`config.mk`:
```
export PLATFORM = sky130hd
export DESIGN_NAME = systolic_edge_feeder
export DESIGN_NICKNAME = d
export VERILOG_FILES = /design/src/rtl/systolic_pkg.sv /design/src/rtl/skew_delay_line.sv /design/src/rtl/systolic_edge_feeder.sv
export SDC_FILE = /design/constraint.sdc
export NUM_CORES = 1
export LEC_CHECK = 0
export BUFFER_PORTS_ARGS = -buffer_cell sky130_fd_sc_hd__buf_4
export CORE_MARGIN = 10
export CORE_UTILIZATION = 31
export DETAILED_ROUTE_END_ITERATION = 6
export GPL_ROUTABILITY_DRIVEN = 0
export PLACE_DENSITY = 0.63
export RECOVER_POWER = 25
export SLEW_MARGIN = 40
export SYNTH_ARGS = -nofsm -noshare
export SYNTH_HDL_FRONTEND = slang
export SYNTH_SLANG_ARGS = --single-unit
```
`constraint.sdc`:
```
create_clock -name clk -period 1.7 [get_ports clk]
set_input_delay 0.17 -clock clk [delete_from_list [all_inputs] [get_ports clk]]
set_output_delay 0.17 -clock clk [all_outputs]
set_load 0.02 [all_outputs]
```
`src/rtl/systolic_pkg.sv`:
```
// -----------------------------------------------------------------------------
// systolic_pkg
//   Shared definitions for the systolic array front end.
//   - feeder_state_t : edge-feeder job FSM states
//   - FP_ZERO        : all-zero floating-point pattern (harmless to accumulation)
//   - DEFAULT_WIDTH / DEFAULT_ROWS : build defaults shared with processing_element
// -----------------------------------------------------------------------------
package systolic_pkg;

  localparam int DEFAULT_WIDTH = 16;
  localparam int DEFAULT_ROWS  = 4;

  // Wide enough for the FP32 build; narrower builds take the low slice.
  localparam logic [31:0] FP_ZERO = 32'h0000_0000;

  typedef enum logic [2:0] {
    IDLE,
    FEED,
    FLUSH,
    DRAIN,
    DONE
  } feeder_state_t;

endpackage

```
`src/rtl/skew_delay_line.sv`:
```
// -----------------------------------------------------------------------------
// skew_delay_line
//   DEPTH-stage register chain with synchronous active-high reset.
//   DEPTH = 0 degenerates to a plain wire.
// Ports
//   clk    in   rising-edge clock
//   reset  in   synchronous, active-high; clears every stage
//   d_i    in   [WIDTH-1:0] chain input
//   q_o    out  [WIDTH-1:0] input delayed by DEPTH cycles
// -----------------------------------------------------------------------------
module skew_delay_line #(
  parameter int WIDTH = 16,
  parameter int DEPTH = 1
) (
  input  logic             clk,
  input  logic             reset,
  input  logic [WIDTH-1:0] d_i,
  output logic [WIDTH-1:0] q_o
);

  if (DEPTH == 0) begin : g_wire
    logic unused_clk_reset;
    assign unused_clk_reset = &{1'b0, clk, reset};
    assign q_o = d_i;
  end else begin : g_chain
    logic [WIDTH-1:0] stage_q [DEPTH];

    // NOTE: every stage is reset, not only the head, so an aborted job
    // cannot leak stale operands into the array after reset releases.
    always_ff @(posedge clk) begin
      if (reset) begin
        for (int i = 0; i < DEPTH; i++) stage_q[i] <= '0;
      end else begin
        stage_q[0] <= d_i;
        for (int i = 1; i < DEPTH; i++) stage_q[i] <= stage_q[i-1];
      end
    end

    assign q_o = stage_q[DEPTH-1];
  end

endmodule

```
`src/rtl/systolic_edge_feeder.sv`:
```
// -----------------------------------------------------------------------------
// systolic_edge_feeder
//   West-edge transmitter for the systolic PE array. Accepts one ROWS-wide
//   operand vector per beat (valid/ready), re-times it into the diagonal skew
//   (row r delayed by r), pads idle/stall cycles with zero, emits a skewed
//   per-row done pulse after the last beat, waits out the PE drain latency and
//   then strobes out_result_valid for one cycle.
// Ports
//   clk, reset        rising-edge clock, synchronous active-high reset
//   in_valid/in_ready operand handshake (in_ready depends on state only)
//   in_data           ROWS*WIDTH, element r at [r*WIDTH +: WIDTH]
//   in_last           marks the final vector of a job
//   out_data          skewed stream, row r slice
//   out_done_flag     per-row one-cycle done pulse
//   out_busy          FSM not in IDLE
//   out_result_valid  one-cycle strobe: accumulators are final
//   out_beat_count    beats accepted in current/last job, saturating
//   out_stall_count   [15:0] FEED cycles without accept (only with
//                     FEEDER_STALL_COUNT_EN defined)
// Configuration
//   FEEDER_STALL_COUNT_EN : adds the stall counter and out_stall_count.
// -----------------------------------------------------------------------------
module systolic_edge_feeder
  import systolic_pkg::*;
#(
  parameter  int WIDTH        = DEFAULT_WIDTH,
  parameter  int ROWS         = DEFAULT_ROWS,
  parameter  int DRAIN_CYCLES = 8,
  parameter  int MAX_BEATS    = 255,
  localparam int BEAT_W       = $clog2(MAX_BEATS + 1)
) (
  input  logic                  clk,
  input  logic                  reset,
  input  logic                  in_valid,
  output logic                  in_ready,
  input  logic [ROWS*WIDTH-1:0] in_data,
  input  logic                  in_last,
  output logic [ROWS*WIDTH-1:0] out_data,
  output logic [ROWS-1:0]       out_done_flag,
  output logic                  out_busy,
  output logic                  out_result_valid,
  output logic [BEAT_W-1:0]     out_beat_count
`ifdef FEEDER_STALL_COUNT_EN
  ,
  output logic [15:0]           out_stall_count
`endif
);

  localparam int CNT_MAX = (ROWS > DRAIN_CYCLES) ? ROWS : DRAIN_CYCLES;
  localparam int CNT_W   = $clog2(CNT_MAX + 1);

  feeder_state_t          state_q;
  logic [CNT_W-1:0]       phase_cnt_q;
  logic                   last_q;
  logic                   result_valid_q;
  logic [BEAT_W-1:0]      beat_cnt_q;
  logic [ROWS*WIDTH-1:0]  row_dly;
  logic [ROWS-1:0]        done_dly;
  logic [ROWS*WIDTH-1:0]  out_data_q;
  logic [ROWS-1:0]        done_q;
  logic                   accept;
  logic                   first_accept;

  assign in_ready     = !reset && (state_q == IDLE || state_q == FEED);
  assign accept       = in_valid && in_ready;
  assign first_accept = accept && (state_q == IDLE);

  // FLUSH lasts until row ROWS-1's done flag is on the output (entry cycle
  // plus ROWS more); DRAIN then counts DRAIN_CYCLES before DONE.
  // NOTE: all state here is sequential, so only non-blocking assignments are
  // used; blocking ones would make later reads see this cycle's new values.
  always_ff @(posedge clk) begin
    if (reset) begin
      state_q        <= IDLE;
      phase_cnt_q    <= '0;
      last_q         <= 1'b0;
      result_valid_q <= 1'b0;
      beat_cnt_q     <= '0;
    end else begin
      last_q         <= accept && in_last;
      result_valid_q <= 1'b0;

      if (first_accept) begin
        beat_cnt_q <= BEAT_W'(1);
      end else if (accept && beat_cnt_q != BEAT_W'(MAX_BEATS)) begin
        beat_cnt_q <= beat_cnt_q + 1'b1;
      end

      unique case (state_q)
        IDLE:  if (accept) state_q <= in_last ? FLUSH : FEED;
        FEED:  if (accept && in_last) state_q <= FLUSH;
        FLUSH: begin
          if (phase_cnt_q == CNT_W'(ROWS)) begin
            state_q     <= DRAIN;
            phase_cnt_q <= '0;
          end else begin
            phase_cnt_q <= phase_cnt_q + 1'b1;
          end
        end
        DRAIN: begin
          if (phase_cnt_q == CNT_W'(DRAIN_CYCLES - 1)) begin
            state_q        <= DONE;
            phase_cnt_q    <= '0;
            result_valid_q <= 1'b1;
          end else begin
            phase_cnt_q <= phase_cnt_q + 1'b1;
          end
        end
        DONE:    state_q <= IDLE;
        default: state_q <= IDLE;
      endcase
    end
  end

`ifdef FEEDER_STALL_COUNT_EN
  logic [15:0] stall_cnt_q;

  always_ff @(posedge clk) begin
    if (reset || first_accept) begin
      stall_cnt_q <= '0;
    end else if (state_q == FEED && !accept && stall_cnt_q != 16'hFFFF) begin
      stall_cnt_q <= stall_cnt_q + 1'b1;
    end
  end

  assign out_stall_count = stall_cnt_q;
`endif

  // Per-row skew. Any cycle without an accept (stall in FEED, or outside
  // FEED) injects zero, which the PEs accumulate harmlessly.
  for (genvar r = 0; r < ROWS; r++) begin : g_row
    logic [WIDTH-1:0] src_d;
    assign src_d = accept ? in_data[r*WIDTH +: WIDTH] : FP_ZERO[WIDTH-1:0];

    skew_delay_line #(.WIDTH(WIDTH), .DEPTH(r)) u_data (
      .clk   (clk),
      .reset (reset),
      .d_i   (src_d),
      .q_o   (row_dly[r*WIDTH +: WIDTH])
    );

    // last_q already adds one cycle, so flags trail the final beat's data by one.
    skew_delay_line #(.WIDTH(1), .DEPTH(r)) u_done (
      .clk   (clk),
      .reset (reset),
      .d_i   (last_q),
      .q_o   (done_dly[r])
    );
  end

  always_ff @(posedge clk) begin
    if (reset) begin
      out_data_q <= '0;
      done_q     <= '0;
    end else begin
      out_data_q <= row_dly;
      done_q     <= done_dly;
    end
  end

  assign out_data         = out_data_q;
  assign out_done_flag    = done_q;
  assign out_busy         = (state_q != IDLE);
  assign out_result_valid = result_valid_q;
  assign out_beat_count   = beat_cnt_q;

endmodule

```
==> metrics.cfg, run 1 <==
[outcome]
outcome=finished clean

[floorplan]
coreArea_sq_um=16600
pin_count=147
die_h_um=150
rows=47
initial_core_util_pct=31.5
dieArea_sq_um=22500
chipWidth_um=150

[synth]
syn_area_sq_um=5230
yosysTopAreaCell=dfxtp_1
synth_async_sr_flop_share_pct=0
synth_top_family_by_area=simple AND/OR/NAND/NOR gates
yosysWarnings=0
synthCells=443
yosys.area_share.adder_pct=0.718
synth_mux_area_share_pct=0.215
synth_nets=514
seq_area_frac_synth_pct=69.3
synth_area_per_cell_sq_um=11.8
synth_edf_count=0
synth_cell_type_count=34
synth_top_area_share_pct=69.3
synth.top_cells.by_count=dfxtp_1, nor2b_1, and2_1
synth_area_leaders=dfxtp_1, nor2b_1, and2_1
ys_ff_latch=181
yosysMostFrequentCell=dfxtp_1
synth-xor-area-share_pct=0
synth_compound_area_share_pct=3.54
synthSimpleGateAreaFrac_pct=24.0
synth_ff_type=dfxtp_1

[timing]
fin_crit_sh_pct=92.0
finalSetupTns_ns=0
tightest_slew_ns=0.472
slew_headroom_pct=68.6
period_needed_ns=1.56
fin_skew_ns=0.00703
hold_viol_final=0
slew_violations=0
setup_violations=0
rsz0062_at_grt=no
max_freq_mhz=639

[power_and_ir_drop]
switchingPower_w=0.00184
p_comb_share_pct=6.7
internal_power_w=0.00686
irDropWorstVdd_mv=0.617
clkPwrFrac_pct=42.7
swShare_pct=21.1
p_leak_nw=3.36
pwr_density_cell_nw_per_um2=1120
seq_power_share_pct=50.6

[hold_path]
worstHoldPathType=in2reg

[placed_design]
dpl-instance-area_sq_um=6550
dp_hpwl_um=7810
portBuffers=146
place_inst=791

[routing]
wl_per_cell_um=12.9
dr.pass1.iters=4
drt-vias-per-instance=3.99
drc=0
drtAntennaViolNets=0
routed-via-count=3542
drtIter0Drc=107
drt_wl_total_um=11400

[finish]
layout-drive-gt1-share_pct=27.7
instances_no_fill=887
design_area_sq_um=7770
fill_cells=1518
diodes=0
syn2layout_area_growth_pct=48.7
num-nets-final=727

[global_routing]
grt-ovfl-total=0
grt_pass1_vias=3766
grtUsageTotal_pct=10.5
antenna_found_initial=0
grt_max_degree=113
grt_pass1_wl_um=18800

[setup_path]
worstSetupEndpointType=flop
worst_ep_required_time_ns=2.05
cp.arrival_ns=1.92
critPathMaxFanout=6
crit_path_start_kind=flop
path_class=reg2reg

[clocking]
clkTransAtPathRegs_ns=0.06
insertion_delay_ns=0.41
h-tree-depth=4
ctsRootBufferMaster=clkbuf_16
numCtsBuffers=17
max-clock-path-buffers=2
cts.sinks=181
cts_tree=built

[job]
drv_cap=0

==> routing by layer <==
layer	share of wire, %	track usage (%)	up-vias
met5	0	0	-
met4	1.4	3.84	0
met3	9.2	5.43	13
met2	48	17.5	116
met1	42	11.2	1591
li1	-	-	1822
==> cells by family (layout without fill, tap and decap cells) <==
group                    after synthesis  in the layout
AND/OR/NAND/NOR                      203            203
adder cells (fa/ha/maj)                3              3
multiplexers                           1              1
flip-flops                           181            181
AO/OA/AOI/OAI                         27             27
buffers and inverters                 28            252
==> worst paths after layout <==
check,from,to,slack [ns],cells past startpoint
setup reg to reg,state_q[2],out_beat_count[5],0.14,4
hold reg to reg,g_row[3].u_data.g_chain.stage_q[2][1],out_data[49],0.43,1
setup / recovery,state_q[2],out_beat_count[5],0.14,4
hold / removal,in_valid,state_q[0],0.19,3
==> layout by cell type, fill, tap and decap left out, drive strengths merged, types with 6 or more instances in the layout <==
cell / instances
and2: 65
nor2: 6
nor2b: 102
dlygate4sd3: 65
nand2: 6
inv: 8
a21oi: 9
dfxtp: 181
nor3: 7
buf: 151
clkbuf: 20
==> critical path, stage by stage, from the launching register on <==
cell	delay [ns]
dfxtp_2	0.36
nor4b_4	0.40
nand4_2	0.22
or3_1	0.39
a21oi_1	0.13
==> cell type report <==
class                   instances  area [sq um]  share of cell area (%)
repair buffers                217          1800                    23.2
well taps                     220           275                    3.54
inverters                       5          18.8                   0.241
clock inverters                11           129                    1.66
flip-flops and latches        181          3620                    46.6
multi-input cells             234          1490                    19.2
clock buffers                  19           433                    5.57
==> registers in the layout, indices dropped and copies added, names as in the netlist <==
name / cells
g_row.u_data.g_chain.stage_q: 96
phase_cnt_q: 4
state_q: 3
out_result_valid: 1
last_q: 1
out_beat_count: 8
out_data: 64
g_row.u_done.g_chain.stage_q: 1
out_done_flag: 3
==> power by group through the flow <==
stage | Clock, W | Sequential [W] | Combinational, W
floorplan | 0 | 0.00453 | 0.000177
global placement | 0 | 0.00449 | 0.000456
detailed placement | 0 | 0.00449 | 0.000465
CTS | 0.00383 | 0.00440 | 0.000589
global route | 0.00401 | 0.00441 | 0.000638
finish | 0.00372 | 0.00440 | 0.000581
==> what timing repair did <==
action | in CTS | in global routing
resized for setup | 0 | 3
hold endpoints to repair | 65 | 0
endpoints found under the setup margin | 0 | 4
hold buffers | 65 | 0
setup buffers | 0 | 1
==> stage by stage <==
| step | util [%] | hold WS [ns] | setup slack, ns | power [W] |
|---|---|---|---|---|
| floorplan | - | 0.292 | 0.224 | 0.00471 |
| global placement | 39.5 | 0.371 | 0.118 | 0.00494 |
| detailed placement | 39.5 | 0.375 | 0.0941 | 0.00496 |
| CTS | 46.8 | 0.159 | 0.0740 | 0.00882 |
| global route | 46.9 | 0.184 | 0.0282 | 0.00906 |
| finish | 46.9 | 0.187 | 0.136 | 0.00869 |
No activity file was read; power rests on OpenSTA's default activity.
==> inputs of run 2 (changes only) <==
--- a/config.mk
+++ b/config.mk
@@ -7,10 +7,11 @@
 export LEC_CHECK = 0
 export BUFFER_PORTS_ARGS = -buffer_cell sky130_fd_sc_hd__buf_4
 export CORE_MARGIN = 10
-export CORE_UTILIZATION = 31
+export CORE_UTILIZATION = 33
 export DETAILED_ROUTE_END_ITERATION = 6
 export GPL_ROUTABILITY_DRIVEN = 0
-export PLACE_DENSITY = 0.63
+export GPL_TIMING_DRIVEN = 0
+export PLACE_DENSITY = 0.66
 export RECOVER_POWER = 25
 export SLEW_MARGIN = 40
 export SYNTH_ARGS = -nofsm -noshare
==> run 2 against run 1 <==
Worst setup slack got worse by 0.029 ns. Fmax decreased by 1.8%. Worst hold slack got worse by 0.0075 ns. Critical path type unchanged.
==> metrics.cfg, run 2 (synthesis gave the netlist of run 1 again) <==
[outcome]
outcome=finished clean

[timing]
rsz0062_at_grt=no
finalSetupTns_ns=0
tightest_slew_ns=0.629
fin_skew_ns=0.0108
hold_viol_final=0
setup_violations=0
slew_violations=0
max_freq_mhz=628
holdWs_ns=0.179
fin_crit_sh_pct=93.7
period_needed_ns=1.59
slew_headroom_pct=58.1

[global_routing]
grt_pass1_wl_um=19700
antenna_found_initial=1
grt_max_degree=18
grt_pass1_vias=3817
grtUsageTotal_pct=11.8
grt-ovfl-total=0

[routing]
routed-via-count=3738
drt-vias-per-instance=4.15
drc=0
wl_per_cell_um=14.0
drtAntennaViolNets=0
drtIter0Drc=136
dr.pass1.iters=4
drt_wl_total_um=12600
met3WireLength_um=859
dr_wl_met2_um=6400
top_layer_used=met4
wl_met1_um=5010

[setup_path]
critPathSlowestCell=dfxtp_2
critPathMaxStageDelay_ns=0.36
crit_path_start_kind=flop
critPathMaxFanout=6
worstSetupEndpointType=flop
worst_ep_required_time_ns=2.04
path_delay_family=simple AND/OR/NAND/NOR gates
path_class=reg2reg
path_cells=nor4b_4, buf_4, and3_1, a41oi_1, a211oi_1
cp.arrival_ns=1.93
cp.buffers_inverters=1

[finish]
syn2layout_area_growth_pct=48.1
num-nets-final=746
layout_common_cells=dfxtp_1, buf_4, nor2b_1
final_common_cell=dfxtp_1
largest-register=g_row.u_data.g_chain.stage_q
largest_reg_flops=96
layout-drive-gt1-share_pct=22.2
instances_no_fill=900

[floorplan]
dieArea_sq_um=21300
chipWidth_um=146
initial_core_util_pct=34.0
die_h_um=146
pin_count=147
coreArea_sq_um=15400
rows=45

[clocking]
insertion_delay_ns=0.42
max-clock-path-buffers=2
cts.sinks=181
numCtsBuffers=17
ctsRootBufferMaster=clkbuf_16
clkTransAtPathRegs_ns=0.07
h-tree-depth=4
cts_tree=built

[placed_design]
dp_hpwl_um=8800
place_inst=800
portBuffers=146

[power_and_ir_drop]
irDropWorstVdd_mv=0.585
pwr_density_cell_nw_per_um2=1150
p_leak_nw=3.26

[job]
drv_cap=0

[hold_path]
worstHoldPathType=in2reg

==> run 2: cell types whose count changed in the layout (fill, tap and decap cells not counted), moves of 2 or more <==
cell | before | now
buf_4 | 150 | 115
clkbuf_1 | 3 | 54
inv_6 | 3 | 1
inv_8 | 0 | 3
==> run 2: final cells by class <==
| type | instances | area (sq um) |
|---|---|---|
| antenna | 1 | 2.50 |
| clock inverter | 14 | 173 |
| sequential | 181 | 3620 |
| multi-input combinational | 234 | 1500 |
| fill | 1339 | 7630 |
| timing repair buffer | 213 | 1630 |
| tap | 211 | 264 |
| inverter | 5 | 18.8 |
| clock buffer | 18 | 439 |
| buffer | 23 | 98.8 |
==> run 2: what timing repair did <==
item,in CTS,in global routing
hold endpoints to repair,65,0
resized for setup,0,3
endpoints found under the setup margin,32,9
pin swaps,1,1
setup buffers,2,0
hold buffers,65,0
==> run 2: tightest hold or removal path, stage by stage <==
cell and delay (ns):
buf_4 0.11, a21oi_1 0.07, a32o_1 0.19
==> run 2: layer usage <==
| layer | up-vias | track usage (%) |
|---|---|---|
| met1 | 1720 | 11.7 |
| met4 | 0 | 5.86 |
| met2 | 120 | 20.6 |
| li1 | 1871 | - |
| met3 | 27 | 5.09 |
| met5 | - | 0 |
==> run 2: worst paths after layout <==
path / start / end / slack (ns) / depth (start not counted)
max reg2reg: state_q[2] / out_beat_count[6] / 0.11 / 5
min reg2reg: g_row[3].u_data.g_chain.stage_q[2][12] / out_data[60] / 0.43 / 1
min: in_valid / state_q[0] / 0.18 / 3
max: state_q[2] / out_beat_count[6] / 0.11 / 5
==> run 2: power by group <==
group | switching (W) | total, W | internal (W)
registers | 0.0000370 | 0.00440 | 0.00436
logic | 0.000260 | 0.000588 | 0.000328
clock network | 0.00170 | 0.00395 | 0.00225
==> run 2: per-stage QoR <==
step	instance area (sq um)	total power, W	worst slack (ns)	util [%]
after detailed placement	6590	0.00497	-0.129	42.9
after CTS	7870	0.00904	0.0516	51.2
after floorplan	5230	0.00471	0.224	-
after global placement	6590	0.00496	-0.0736	42.9
after global routing	7740	0.00925	0.00211	50.4
final	7740	0.00893	0.107	50.4
==> inputs of run 3 (changes only) <==
--- a/config.mk
+++ b/config.mk
@@ -13,6 +13,7 @@
 export GPL_TIMING_DRIVEN = 0
 export PLACE_DENSITY = 0.66
 export RECOVER_POWER = 25
+export REMOVE_ABC_BUFFERS = 1
 export SLEW_MARGIN = 40
 export SYNTH_ARGS = -nofsm -noshare
 export SYNTH_HDL_FRONTEND = slang
==> run 3 against run 2 <==
Power up 2.3%. Cell count fell by 1.9%. Global-route usage fell by 0.61 points. Routed wire length down 5.1%. First-iteration DRC count shrank 12%. Non-clock buffer count shrank 17. Critical path depth unchanged. Core utilization rose by 0.73 points. Combinational power about the same. Count of clock-buffer cells in the layout increased by 1. Largest power group unchanged.
==> metrics.cfg, run 3 (synthesis gave the netlist of run 1 again) <==
[routing]
drtIter0Drc=120
drc=0
drtAntennaViolNets=0
drt_wl_total_um=12000
wl_per_cell_um=13.5
routed-via-count=3618
dr.pass1.iters=4
drt-vias-per-instance=4.10

[clocking]
max-clock-path-buffers=2
ctsRootBufferMaster=clkbuf_16
insertion_delay_ns=0.42
h-tree-depth=4
clkTransAtPathRegs_ns=0.07
cts.sinks=181
cts_tree=built
numCtsBuffers=17

[placed_design]
dp_hpwl_um=7610
pre_cts_ws_ns=-0.359
portBuffers=146
place_inst=782

[floorplan]
die_h_um=146
initial_core_util_pct=34.0
coreArea_sq_um=15400
rows=45
chipWidth_um=146
pin_count=147
dieArea_sq_um=21300

[power_and_ir_drop]
irDropWorstVdd_mv=0.637
switchingPower_w=0.00191
clkPwrFrac_pct=45.4
power.total_w=0.00914
pwr_density_cell_nw_per_um2=1160
p_leak_nw=3.42
p_comb_share_pct=6.5
seq_power_share_pct=48.1
swShare_pct=20.9
internal_power_w=0.00723

[global_routing]
grt_pass1_vias=3838
grt-ovfl-total=0
antenna_found_initial=1
grtUsageTotal_pct=11.2
grt_max_degree=114
grt_pass1_wl_um=19200

[finish]
fill_cells=1334
final_common_cell=dfxtp_1
multi_input_area_sq_um=1490
layout-drive-gt1-share_pct=28.5
largest_reg_flops=96
syn2layout_area_growth_pct=50.3
layout_common_cells=dfxtp_1, buf_4, nor2b_1
instances_no_fill=883
seq_area_sq_um=3630
largest-register=g_row.u_data.g_chain.stage_q
num-nets-final=729

[setup_path]
path_class=reg2reg
worstRegToRegCells=5
cp.arrival_ns=1.95
crit_path_start_kind=flop
critPathMaxFanout=6
worstSetupEndpointType=flop
worst_ep_required_time_ns=2.05

[timing]
holdWs_ns=0.172
setup_violations=0
fin_ws_ns=0.104
slew_violations=0
tightest_slew_ns=0.703
max_freq_mhz=627
rsz0062_at_grt=yes
fin_crit_sh_pct=93.9
hold_viol_final=0
fin_skew_ns=0.00959
slew_headroom_pct=53.1
period_needed_ns=1.60

[job]
drv_cap=0

[outcome]
outcome=finished clean

[hold_path]
worstHoldPathType=in2reg
min_delay_path_depth=3

-- run 3: timing repair --
| item | in CTS | in global routing |
|---|---|---|
| buffers inserted | 1 | 2 |
| hold endpoints to repair | 65 | 0 |
| gates resized for setup | 1 | 2 |
| hold buffers | 65 | 0 |
| endpoints found under the setup margin | 5 | 3 |
| pin swaps | 1 | 1 |
-- run 3: critical path: stages (launching register included) --
cell	delay, ns
dfxtp_2	0.36
nor4b_4	0.32
buf_6	0.17
nand4_2	0.17
or3_1	0.38
a21oi_1	0.13
-- run 3: metrics by stage --
stage,setup TNS [ns],area (sq um),utilization [%]
floorplan,-17.40,5130,-
finish,0,7860,51.1
global placement,-128.55,6490,42.2
global route,-0.0168,7860,51.1
detailed placement,-1.60,6540,42.5
CTS,0,7830,51.0
-- run 3: layout make-up --
class,instances,share of cell area [%]
clock inverter,13,2.47
clock buffer,19,5.64
tap,211,3.36
inverter,5,0.239
antenna,1,0.0319
multi-input combinational,234,18.9
sequential,181,46.2
timing repair buffer,219,23.2
-- run 3: worst paths after layout --
check             slack [ns]                end                                  start
hold reg to reg         0.43       out_data[52]  g_row[3].u_data.g_chain.stage_q[2][4]
setup / recovery        0.10  out_beat_count[5]                             state_q[1]
setup reg to reg        0.10  out_beat_count[5]                             state_q[1]
hold / removal          0.17         state_q[0]                               in_valid
-- run 3: layer usage --
metal	track usage [%]	share of wire, %	wire (um)	vias to the layer above
li1	-	-	-	1830
met1	11.6	40	4740	1671
met2	19.9	53	6330	101
met3	4.16	5.8	695	16
met4	4.40	1.7	198	0
met5	0	0	0	-
-- run 3: power by group through the flow --
stage | clock network, W | registers (W) | logic [W]
finish | 0.00415 | 0.00440 | 0.000590
global route | 0.00444 | 0.00441 | 0.000640
CTS | 0.00426 | 0.00440 | 0.000590
detailed placement | 0 | 0.00449 | 0.000460
global placement | 0 | 0.00449 | 0.000438
floorplan | 0 | 0.00453 | 0.000135
